$ cat config.mk
export PLATFORM = sky130hd
export DESIGN_NAME = multicycle_alu_flat
export DESIGN_NICKNAME = d
export VERILOG_FILES = /design/src/rtl/multicycle_alu_if.sv /design/src/rtl/multicycle_alu.sv /design/src/flat_wrapper.sv
export SDC_FILE = /design/constraint.sdc
export NUM_CORES = 1
export LEC_CHECK = 0
export BUFFER_PORTS_ARGS = -buffer_cell sky130_fd_sc_hd__buf_2
export CORE_UTILIZATION = 55
export CTS_BUF_LIST = sky130_fd_sc_hd__clkbuf_4
export DETAILED_ROUTE_END_ITERATION = 7
export GPL_ROUTABILITY_DRIVEN = 0
export PLACE_DENSITY_LB_ADDON = 0.3
export SYNTH_ARGS = -nofsm -noshare
export SYNTH_HDL_FRONTEND = slang
export SYNTH_SLANG_ARGS = --single-unit
$ cat constraint.sdc
create_clock -name clk -period 10.7 [get_ports clk]
set_input_delay 1.07 -clock clk [delete_from_list [all_inputs] [get_ports clk]]
set_output_delay 1.07 -clock clk [all_outputs]
set_load 0.01 [all_outputs]
$ cat src/rtl/multicycle_alu_if.sv
`default_nettype none
// ============================================================================
// Module   : multicycle_alu_if
// Purpose  : Request/result bundle between a requester and multicycle_alu.
//            Signal suffixes are written from the ALU's point of view
//            (_i = into the ALU, _o = out of the ALU).
// Signals  : start_i, data1_i, data2_i, select_i, shift_dir_i  (request)
//            result_o, zero_o, carry_o, busy_o, done_o          (response)
// Revision : 1.0 - initial release
// ============================================================================
interface multicycle_alu_if #(
  parameter int WIDTH = 8
) ();
  logic             start_i;
  logic [WIDTH-1:0] data1_i;
  logic [WIDTH-1:0] data2_i;
  logic [2:0]       select_i;
  logic             shift_dir_i;
  logic [WIDTH-1:0] result_o;
  logic             zero_o;
  logic             carry_o;
  logic             busy_o;
  logic             done_o;

  modport master (
    output start_i, data1_i, data2_i, select_i, shift_dir_i,
    input  result_o, zero_o, carry_o, busy_o, done_o
  );

  modport slave (
    input  start_i, data1_i, data2_i, select_i, shift_dir_i,
    output result_o, zero_o, carry_o, busy_o, done_o
  );
endinterface
`default_nettype wire

$ cat src/rtl/multicycle_alu.sv
`default_nettype none
// ============================================================================
// Module   : multicycle_alu
// Purpose  : Clocked WIDTH-bit ALU with start/done handshake. Forward, add,
//            and, or, shifts and rotate finish in one cycle; unsigned
//            multiply runs as a WIDTH-step shift-add sequence under busy.
// Ports    : clk        rising-edge clock
//            rst_n      asynchronous active-low reset
//            bus        multicycle_alu_if.slave (request in, result out)
// Revision : 1.0 - initial release
// ============================================================================
module multicycle_alu #(
  parameter int WIDTH = 8
) (
  input  logic             clk,
  input  logic             rst_n,
  multicycle_alu_if.slave  bus
);

  localparam int              CW      = (WIDTH > 1) ? $clog2(WIDTH) : 1;
  localparam logic [CW-1:0]   C_LAST  = CW'(WIDTH - 1);
  localparam logic [WIDTH-1:0] C_WIDTH = WIDTH'(WIDTH);

  localparam logic [2:0] OP_FWD = 3'b000;
  localparam logic [2:0] OP_ADD = 3'b001;
  localparam logic [2:0] OP_AND = 3'b010;
  localparam logic [2:0] OP_OR  = 3'b011;
  localparam logic [2:0] OP_MUL = 3'b100;
  localparam logic [2:0] OP_SHL = 3'b101;
  localparam logic [2:0] OP_SRA = 3'b110;
  localparam logic [2:0] OP_ROR = 3'b111;

  typedef enum logic [0:0] {
    ST_IDLE = 1'b0,
    ST_MUL  = 1'b1
  } state_t;

  state_t             state_q;
  logic [WIDTH-1:0]   result_q;
  logic               zero_q;
  logic               carry_q;
  logic               busy_q;
  logic               done_q;
  logic [WIDTH-1:0]   mcand_q;
  logic [WIDTH-1:0]   mplier_q;
  logic [2*WIDTH-1:0] acc_q;
  logic [CW-1:0]      cnt_q;

  // Single-cycle datapath
  logic [WIDTH:0]     sum;
  logic [WIDTH-1:0]   rot_amt;
  logic [2*WIDTH-1:0] rot_dbl;
  logic [WIDTH-1:0]   res_d;
  logic               cry_d;

  // Shift-add step
  logic [2*WIDTH-1:0] mul_term;
  logic [2*WIDTH-1:0] acc_d;

  always_comb begin
    sum     = {1'b0, bus.data1_i} + {1'b0, bus.data2_i};
    rot_amt = bus.data2_i % C_WIDTH;
    // Rotating right is a right shift of the operand concatenated with itself.
    rot_dbl = {bus.data1_i, bus.data1_i} >> rot_amt;
    res_d   = '0;
    cry_d   = 1'b0;
    case (bus.select_i)
      OP_FWD: res_d = bus.data2_i;
      OP_ADD: begin
        res_d = sum[WIDTH-1:0];
        cry_d = sum[WIDTH];
      end
      OP_AND: res_d = bus.data1_i & bus.data2_i;
      OP_OR:  res_d = bus.data1_i | bus.data2_i;
      // Native shifts already yield 0 / sign fill for amounts >= WIDTH.
      OP_SHL: res_d = bus.shift_dir_i ? (bus.data1_i >> bus.data2_i)
                                      : (bus.data1_i << bus.data2_i);
      OP_SRA: res_d = $signed(bus.data1_i) >>> bus.data2_i;
      OP_ROR: res_d = rot_dbl[WIDTH-1:0];
      default: res_d = '0;
    endcase
  end

  always_comb begin
    mul_term = '0;
    if (mplier_q[cnt_q]) begin
      mul_term = {{WIDTH{1'b0}}, mcand_q} << cnt_q;
    end
    acc_d = acc_q + mul_term;
  end

  always_ff @(posedge clk or negedge rst_n) begin
    if (!rst_n) begin
      state_q  <= ST_IDLE;
      result_q <= '0;
      zero_q   <= 1'b1;
      carry_q  <= 1'b0;
      busy_q   <= 1'b0;
      done_q   <= 1'b0;
      mcand_q  <= '0;
      mplier_q <= '0;
      acc_q    <= '0;
      cnt_q    <= '0;
    end else begin
      done_q <= 1'b0;
      case (state_q)
        ST_IDLE: begin
          if (bus.start_i) begin
            if (bus.select_i == OP_MUL) begin
              mcand_q  <= bus.data1_i;
              mplier_q <= bus.data2_i;
              acc_q    <= '0;
              cnt_q    <= '0;
              busy_q   <= 1'b1;
              state_q  <= ST_MUL;
            end else begin
              result_q <= res_d;
              zero_q   <= (res_d == '0);
              carry_q  <= cry_d;
              done_q   <= 1'b1;
            end
          end
        end
        ST_MUL: begin
          // start_i is not looked at here: requests during a multiply are dropped.
          acc_q <= acc_d;
          cnt_q <= cnt_q + 1'b1;
          if (cnt_q == C_LAST) begin
            result_q <= acc_d[WIDTH-1:0];
            zero_q   <= (acc_d[WIDTH-1:0] == '0);
            carry_q  <= |acc_d[2*WIDTH-1:WIDTH];
            busy_q   <= 1'b0;
            done_q   <= 1'b1;
            state_q  <= ST_IDLE;
          end
        end
        default: state_q <= ST_IDLE;
      endcase
    end
  end

  assign bus.result_o = result_q;
  assign bus.zero_o   = zero_q;
  assign bus.carry_o  = carry_q;
  assign bus.busy_o   = busy_q;
  assign bus.done_o   = done_q;

endmodule
`default_nettype wire
$ cat src/flat_wrapper.sv
// flat-port wrapper written by rule: the top's interface ports become plain ports
module multicycle_alu_flat 
#(
  parameter int WIDTH = 8
)
  (clk, rst_n, bus_start_i, bus_data1_i, bus_data2_i, bus_select_i, bus_shift_dir_i, bus_result_o, bus_zero_o, bus_carry_o, bus_busy_o, bus_done_o);
  multicycle_alu_if #(.WIDTH(WIDTH)) bus_i ();
  input  logic clk;
  input  logic rst_n;
  input wire logic [$bits(bus_i.start_i)-1:0] bus_start_i;
  input wire logic [$bits(bus_i.data1_i)-1:0] bus_data1_i;
  input wire logic [$bits(bus_i.data2_i)-1:0] bus_data2_i;
  input wire logic [$bits(bus_i.select_i)-1:0] bus_select_i;
  input wire logic [$bits(bus_i.shift_dir_i)-1:0] bus_shift_dir_i;
  output wire logic [$bits(bus_i.result_o)-1:0] bus_result_o;
  output wire logic [$bits(bus_i.zero_o)-1:0] bus_zero_o;
  output wire logic [$bits(bus_i.carry_o)-1:0] bus_carry_o;
  output wire logic [$bits(bus_i.busy_o)-1:0] bus_busy_o;
  output wire logic [$bits(bus_i.done_o)-1:0] bus_done_o;
  assign bus_i.start_i = bus_start_i;
  assign bus_i.data1_i = bus_data1_i;
  assign bus_i.data2_i = bus_data2_i;
  assign bus_i.select_i = bus_select_i;
  assign bus_i.shift_dir_i = bus_shift_dir_i;
  assign bus_result_o = bus_i.result_o;
  assign bus_zero_o = bus_i.zero_o;
  assign bus_carry_o = bus_i.carry_o;
  assign bus_busy_o = bus_i.busy_o;
  assign bus_done_o = bus_i.done_o;
  multicycle_alu #(.WIDTH(WIDTH)) u_core (.clk(clk), .rst_n(rst_n), .bus(bus_i));
endmodule
== Word level (Yosys, flattened, before mapping) ==
Index checks and enable logic that the tools add are counted.

* ROM bits: 0
* Register bits after elaboration: 48
* Latch bits: 0
* Word-level logic and storage cells: 78
* Memories kept: 0
* Input port bits: 23
* Output and inout port bits: 12
* RAM bits: 0

* Multipliers: 0
* Reductions and logical operators: 8
* Mux-type cells: 36
* Equal/unequal tests: 12
* $add $sub $neg: 3
* Bitwise logic cells: 3
* Shift operators: 5
* $lt $le $gt $ge: 1
* Div/mod/pow operators: 0

{| class="wikitable"
|+ Operator list
! kind !! number
|-
| $pmux W8 S7 || 1
|-
| $mux W16 || 3
|-
| $mux W8 || 4
|-
| $pmux W16 S2 || 1
|-
| $mux W1 || 17
|-
| $add A16 B16 Y16 || 1
|-
| $logic_not A8 Y1 || 2
|-
| $pmux W8 S2 || 1
|-
| $shl A8 B3 Y16 || 1
|-
| $shr A16 B3 Y8 || 1
|-
| $eq A3 B3 Y1 const B || 5
|-
| $pmux W1 S2 || 5
|-
| $add A8 B8 Y9 || 1
|-
| $reduce_and A3 Y1 || 3
|-
| $and A8 B8 Y8 || 1
|-
| $or A8 B8 Y8 || 1
|-
| $reduce_or A8 Y1 || 1
|-
| $shl A8 B8 Y8 || 1
|-
| $shr A8 B8 Y8 || 1
|-
| $sshr A8 B8 Y8 || 1
|-
| $eq A3 B2 Y1 const B || 2
|-
| $mux W3 || 2
|-
| $ne A2 B2 Y1 const B || 3
|-
| $pmux W3 S2 || 1
|-
| 8 further kinds || 8
|}

== Depth between registers and ports, before layout ==
Gate-level depths: netlist of the first run.

* Depth in word-level cells: 7
* Depth in mapped cells: 16
* Depth with buffers taken out: 14

== Worst setup path after synthesis of the first run ==
OpenSTA, ideal clock, no wires.

* Path kind: register to register
* Start point: reg u_core.cnt_q[0]
* End point: reg u_core.carry_q (netlist: u_core.bus.carry_o)
* Period minus slack after synthesis: 3.748 ns
* Setup time: 0.124 ns
* Stages on the path, launching flop included: 15
* Slack: 6.952 ns
* Data required time: 10.576 ns
* Arrival time: 3.624 ns
* Path buffers: 2
* Path through: dfrtp_1 clkbuf_1 mux4_2 nand2_1 and2_1 clkbuf_1 nor2_1 ha_1 a21o_1 a221oi_1 a211oi_1 o311a_1 a311oi_1 nand4_1 o31a_1

* Longest elaborated chain between the ends: 7
* Elaborated cells on any way between the ends: 11
* Classes of those cells: add/sub: 1; eq/ne: 2; shift: 1; mux: 5; reduce/logical: 2

{| class="wikitable"
|+ RTL lines
! item !! RTL line !! source
|-
| start: declaration || multicycle_alu.sv:47 || <nowiki>logic [CW-1:0] cnt_q;</nowiki>
|-
| start signal: assignment || multicycle_alu.sv:127 || <nowiki>cnt_q <= cnt_q + 1'b1;</nowiki>
|-
| $bmux W1 S3 || multicycle_alu.sv:86 || <nowiki>if (mplier_q[cnt_q]) begin</nowiki>
|-
| $mux W1 (implied by the code) || multicycle_alu.sv:86 ||
|-
| $mux W16 || multicycle_alu.sv:86 ||
|-
| $add A16 B16 Y16 || multicycle_alu.sv:89 || <nowiki>acc_d = acc_q + mul_term;</nowiki>
|-
| $reduce_or A8 Y1 || multicycle_alu.sv:131 || <nowiki>carry_q <= |acc_d[2*WIDTH-1:WIDTH];</nowiki>
|-
| $mux W1 || multicycle_alu.sv:128 || <nowiki>if (cnt_q == C_LAST) begin</nowiki>
|-
| $pmux W1 S2 || multicycle_alu.sv:106 || <nowiki>case (state_q)</nowiki>
|-
| end signal: assignment || multicycle_alu.sv:119 || <nowiki>carry_q <= cry_d;</nowiki>
|-
| end signal: assignment || multicycle_alu.sv:131 ||
|-
| end: declaration || multicycle_alu.sv:41 || <nowiki>logic carry_q;</nowiki>
|}

Several ways; a longest one is shown, not always the timed one. The select of a mux whose other input is x is not followed.
A chain may end at the register's enable or synchronous reset.

== Worst setup path in the final report of the first run ==
Same ends and word-level chain as after synthesis.

==> results of run 1 <==
-- state kept, by name, summed over array words and instances, names as in the netlist --
register and cells:
u_core.bus.busy_o 1, u_core.cnt_q 3, u_core.acc_q 16, u_core.bus.carry_o 1, u_core.state_q 1, u_core.mcand_q 8, u_core.bus.zero_o 1, u_core.mplier_q 8
u_core.bus.done_o 1, u_core.bus.result_o 8
-- worst max-delay path, cell delays in order, from the launching register on --
cell and delay, ps:
dfrtp_1 720, mux4_2 580, nand2_1 160, and2_1 260, nor2_1 80, ha_1 330, a21o_1 210, a221oi_1 410
a211oi_1 180, o311a_1 350, a311oi_1 320, nand4_1 140, o31a_1 300
-- per-stage QoR --
stage / cells / power, mW / utilization [%] / instance area [sq um]
after floorplan: 597 / 0.909 / - / 5000
after global placement: 698 / 1.07 / 58.8 / 5150
after detailed placement: 698 / 1.09 / 58.8 / 5150
after CTS: 706 / 1.21 / 59.7 / 5230
after global routing: 706 / 1.32 / 59.7 / 5230
final: 706 / 1.21 / 59.7 / 5230
-- report_power, final --
group	total (mW)	leakage (nW)	switching, mW	internal, mW
Clock	0.112	0.0412	0.0637	0.0487
Sequential	0.349	0.583	0.0817	0.268
Combinational	0.752	1.69	0.433	0.319
-- per-layer routing --
layer	routed length [um]	part of all wire [%]	vias up	track usage, %
met1	5700	42	2253	39.2
met4	408	3.0	0	11.7
met3	1090	8.0	32	3.17
met2	6290	47	227	45.4
met5	0	0	-	0
li1	-	-	2211	-
-- cells by family (layout without fill, tap and decap cells) --
logic type	after synthesis	after routing	synth area share, %
compound gates	161	161	21.4
simple gates	189	189	18.2
flops	48	48	24.1
xor+xnor	15	15	2.63
mux	72	72	18.5
buf+inv	77	78	6.11
fa+ha+maj	35	35	9.06
-- area by class of cell --
cell class,instances,area share (%)
tap,108,2.58
clock buffer,5,0.717
multi-input combinational,472,66.8
timing repair buffer,38,3.83
inverter,32,2.29
clock inverter,3,0.813
sequential,48,23.0
-- worst max path at each step --
stage,from,cells after the start,slack (ps),endpoint
floorplan,u_core.cnt_q[0]$_DFFE_PN0P_,14,6950,u_core.bus.carry_o$_DFFE_PN0P_
CTS,u_core.cnt_q[0]$_DFFE_PN0P_,12,6580,u_core.bus.carry_o$_DFFE_PN0P_
global route,u_core.cnt_q[0]$_DFFE_PN0P_,12,6200,u_core.bus.carry_o$_DFFE_PN0P_
finish,u_core.cnt_q[0]$_DFFE_PN0P_,12,6550,u_core.bus.carry_o$_DFFE_PN0P_
global placement,u_core.cnt_q[0]$_DFFE_PN0P_,12,6720,u_core.bus.carry_o$_DFFE_PN0P_
detailed placement,u_core.cnt_q[0]$_DFFE_PN0P_,12,6600,u_core.bus.carry_o$_DFFE_PN0P_
-- cells in the final DEF, fill, tap and decap left out, drive strengths merged, types with 6 or more instances in the layout --
cell type	count
nor2	59
nand2	53
dfrtp	47
a21oi	39
buf	38
o21ai	36
mux2i	33
ha	33
inv	30
mux2	25
nand3	15
mux4	14
nor3	14
xnor2	9
o211ai	9
or3	8
a211oi	7
a21o	7
xor2	6
a221oi	6
a31oi	6
nand4	6
o31ai	6
==> flow_summary.toml, run 1 <==
[logic_synthesis]
syn_inst = 597
yosysTopAreaCellShare_pct = 23.5
synth_top_area_cell = "dfrtp_1"
synthTopCellsByArea = "dfrtp_1 24%, ha_1 8.3%, mux2i_1 6.6%, mux4_2 6.3%, mux2_2 5.6%"
synth_top_flop_cell = "dfrtp_1"
seq_area_frac_synth_pct = 24.1
synth.distinct_cells = 72
yosysMostFrequentCell = "nor2_1"
ys_ff_latch = 48
synth_edf_count = 0
synthTopCellsByCount = "59 x nor2_1, 53 x nand2_1, 47 x dfrtp_1"
syn_area_sq_mm = 0.00500
ys_async_sr_fraction_pct = 100
synth_nets = 655
ys_warn_count = 0
syn_avg_cell_area_sq_um = 8.37

[critical_path]
crit-reg2reg-launch = "u_core.cnt_q[0]$_DFFE_PN0P_"
cp.required_ps = 11000
rrSetupSlack_ps = 6550
crit_path_end_kind = "flip-flop"
critPathKind = "flip-flop to flip-flop"
start_kind = "flip-flop"
r2r_end = "u_core.bus.carry_o$_DFFE_PN0P_"
crit_fanout = 15
worstRegToRegCells = 12
crit_arrival_ps = 4450

[placement]
dp.final_hpwl_mm = 9.79
portBuffers = 34
dp_slack_ps = 6600

[route]
ant_nets = 0
route.vias.total = 4723
drc = 0
totalWireLength_mm = 13.5
vias_per_cell = 6.69
drt_first_iter_violations = 322
routedWlPerCell_um = 19.1
firstDrtPassIters = 5

[timing]
setup_viol = 0
timing.hold.ws_ps = 510
tightest_slew_ps = 1060
fin_ws_ps = 6550
hold_viol = 0
finalCritPeriodShare_pct = 38.8
relSlewSlack_pct = 29.4
fin_crit_ps = 4150
slew_violations = 0
grt_setup_unrepaired = "false"
fmax_mhz = 241
clock_skew_ps = 12.1
fin_setup_tns_ps = 0

[finish]
drive_gt1_share_pct = 15.7
fillers = 788
seqCellArea_sq_mm = 0.00120
antenna_cells = 0
nets = 655
multi_input_area_sq_mm = 0.00350
syn_to_final_growth_pct = 4.71

[cts]
tritoncts = "built"
clk_path_buf_depth = 2
cts_max_level = 2
cts_hold_buf = 0
cts.sinks = 48
cts_root_buffer = "clkbuf_4"
cts_made_buffers = 5
post-cts-setup-buffers = 0
insertion_delay_ps = 390
clk_pin_slew_ps = 160
ctsResizeCount = 0

[floorplan]
core_area_sq_mm = 0.00876
die_y_um = 97.3
die_width_um = 97.3
ioPinCount = 35
die-area_sq_mm = 0.00947
rows = 34
initial_utilization_pct = 57.0

[hold_path]
hp-class = "flip-flop to flip-flop"
holdCritStartpoint = "u_core.bus.result_o[2]$_DFFE_PN0P_"
min_to = "u_core.bus.result_o[2]$_DFFE_PN0P_"
hold_path_depth = 2

[grt]
grt_max_degree = 49
grt_pass1_vias = 4393
grt_usage_pct = 28.4
gr-total-overflow = 0
antenna_found_initial = 0
grt_pass1_wl_mm = 21.7

[power]
p_leak_nw = 2.32
p_per_area_mw_per_mm2 = 232
peakVddDrop_uv = 95.8

[run_status]
outcome = "finished clean"

[flow_run]
cap_violations = 0
No activity file was read; power rests on OpenSTA's default activity.
==> run 2, diff against run 1 <==
==> constraint.sdc (replaced) <==
create_clock -name clk -period 3.8 [get_ports clk]
set_input_delay 0.38 -clock clk [delete_from_list [all_inputs] [get_ports clk]]
set_output_delay 0.38 -clock clk [all_outputs]
set_load 0.01 [all_outputs]
==> flow_summary.toml, run 2 (synthesized netlist as in run 1, its figures left out) <==
[run_status]
outcome = "finished clean"

[finish]
layout_common_cells = "59 x nor2_1, 52 x nand2_1, 46 x dfrtp_1, 39 x a21oi_1, 35 x o21ai_0"
layout.cells.non_filler = 718
drive_gt1_share_pct = 18.4
regMostFlops = "u_core.acc_q"
syn_to_final_growth_pct = 6.63
largest_reg_flops = 16
final_util_pct = 60.8
nets = 667
final_common_cell = "nor2_1"
antenna_cells = 0

[critical_path]
start_kind = "flip-flop"
crit_path_end_kind = "flip-flop"
crit_arrival_ps = 3940
crit_fanout = 5
worstRegToRegCells = 12
cp.required_ps = 4090
critPathKind = "flip-flop to flip-flop"

[timing]
tightest_slew_ps = 1050
hold_viol = 0
finalCritPeriodShare_pct = 96.0
fin_setup_tns_ps = 0
fmax_mhz = 274
fin_crit_ps = 3650
relSlewSlack_pct = 30.3
fin_ws_ps = 152
setup_viol = 0
clock_skew_ps = 21.8
slew_violations = 0

[power]
p_per_area_mw_per_mm2 = 648
peakVddDrop_uv = 319
p_int_mw = 1.80
p_leak_nw = 2.37
p_switching_mw = 1.65
pwr-share-clk_pct = 7.7
seq_power_share_pct = 27.2
swShare_pct = 47.8
combPwrFrac_pct = 65.1

[floorplan]
die_width_um = 97.3
core_area_sq_mm = 0.00876
rows = 34
initial_utilization_pct = 57.0
die-area_sq_mm = 0.00947
die_y_um = 97.3
ioPinCount = 35

[cts]
post-cts-setup-buffers = 0
clk_pin_slew_ps = 170
insertion_delay_ps = 380
cts_made_buffers = 5
cts.sinks = 48
tritoncts = "built"
cts_root_buffer = "clkbuf_4"
cts_max_level = 2
clk_path_buf_depth = 2
cts_hold_buf = 0

[route]
top_layer_used = "met4"
dr_wl_met3_um = 847
routedWlPerCell_um = 18.5
totalWireLength_mm = 13.3
drt_first_iter_violations = 314
wl_met2_mm = 6.43
m1WireLength_mm = 5.71
route.vias.total = 4698
drc = 0
firstDrtPassIters = 4
ant_nets = 0
vias_per_cell = 6.54

[grt]
grt_pass1_wl_mm = 21.8
grt_max_degree = 49
antenna_found_initial = 0
grt_usage_pct = 28.2
grt_pass1_vias = 4396
gr-total-overflow = 0

[hold_path]
hp-class = "primary input to asynchronous set/reset pin"

[placement]
dp.final_hpwl_mm = 9.90
placed_cells = 710
portBuffers = 34
dp_slack_ps = -44.5

[flow_run]
cap_violations = 0
==> run 2: power groups by stage <==
stage                     clock network [mW]  registers, mW  logic [mW]
after floorplan                            0          0.907        1.65
after global placement                     0          0.938        2.11
after detailed placement                   0          0.954        2.18
after CTS                              0.269          0.942        2.19
after global routing                   0.289          0.974        2.49
final                                  0.264          0.940        2.25
==> run 2: layer usage <==
metal  up-vias  GRT usage (%)
met1      2260           38.7
met4         0           8.60
li1       2230              -
met3        21           2.81
met2       187           47.3
met5         -              0
==> run 2: path summary, 6_finish.rpt <==
kind / from / end / slack [ps]
max in group asynchronous: rst_n / u_core.cnt_q[0]$_DFFE_PN0P_ / 2940
setup reg to reg: u_core.cnt_q[0]$_DFFE_PN0P_ / u_core.bus.carry_o$_DFFE_PN0P_ / 150
min in group clk: bus_data2_i[7] / u_core.mplier_q[7]$_DFFE_PN0P_ / 330
hold / removal: rst_n / u_core.acc_q[14]$_DFFE_PN0P_ / 170
setup / recovery: u_core.cnt_q[0]$_DFFE_PN0P_ / u_core.bus.carry_o$_DFFE_PN0P_ / 150
hold reg to reg: u_core.bus.result_o[4]$_DFFE_PN0P_ / u_core.bus.result_o[4]$_DFFE_PN0P_ / 500
==> run 2: layout make-up <==
type	count	area (sq um)
multi-input combinational	472	3520
fill	772	3430
sequential	48	1200
timing repair buffer	50	290
tap	108	135
inverter	32	120
clock buffer	5	37.5
clock inverter	3	25.0
==> run 2: metrics by stage <==
step                instance area [sq um]  hold slack, ps  total power [mW]
global placement                     5240             474              3.05
detailed placement                   5240             469              3.13
finish                               5330             168              3.45
floorplan                            5000            84.4              2.56
global route                         5330             242              3.75
CTS                                  5310             203              3.40
==> run 2: repair_timing <==
item,4_1_cts,5_1_grt
cloned,0,0
setup endpoints to repair,1,1
gates resized for setup,2,4
==> run 2: worst max-delay path: stages, from the launching register on <==
cell	delay [ps]
dfrtp_2	460
mux4_2	520
nand2_2	130
nor3_1	70
ha_1	230
fa_1	420
a21o_1	220
a221oi_2	270
a211oi_1	160
o311a_1	360
a311oi_2	280
nand4_1	150
o31a_1	290
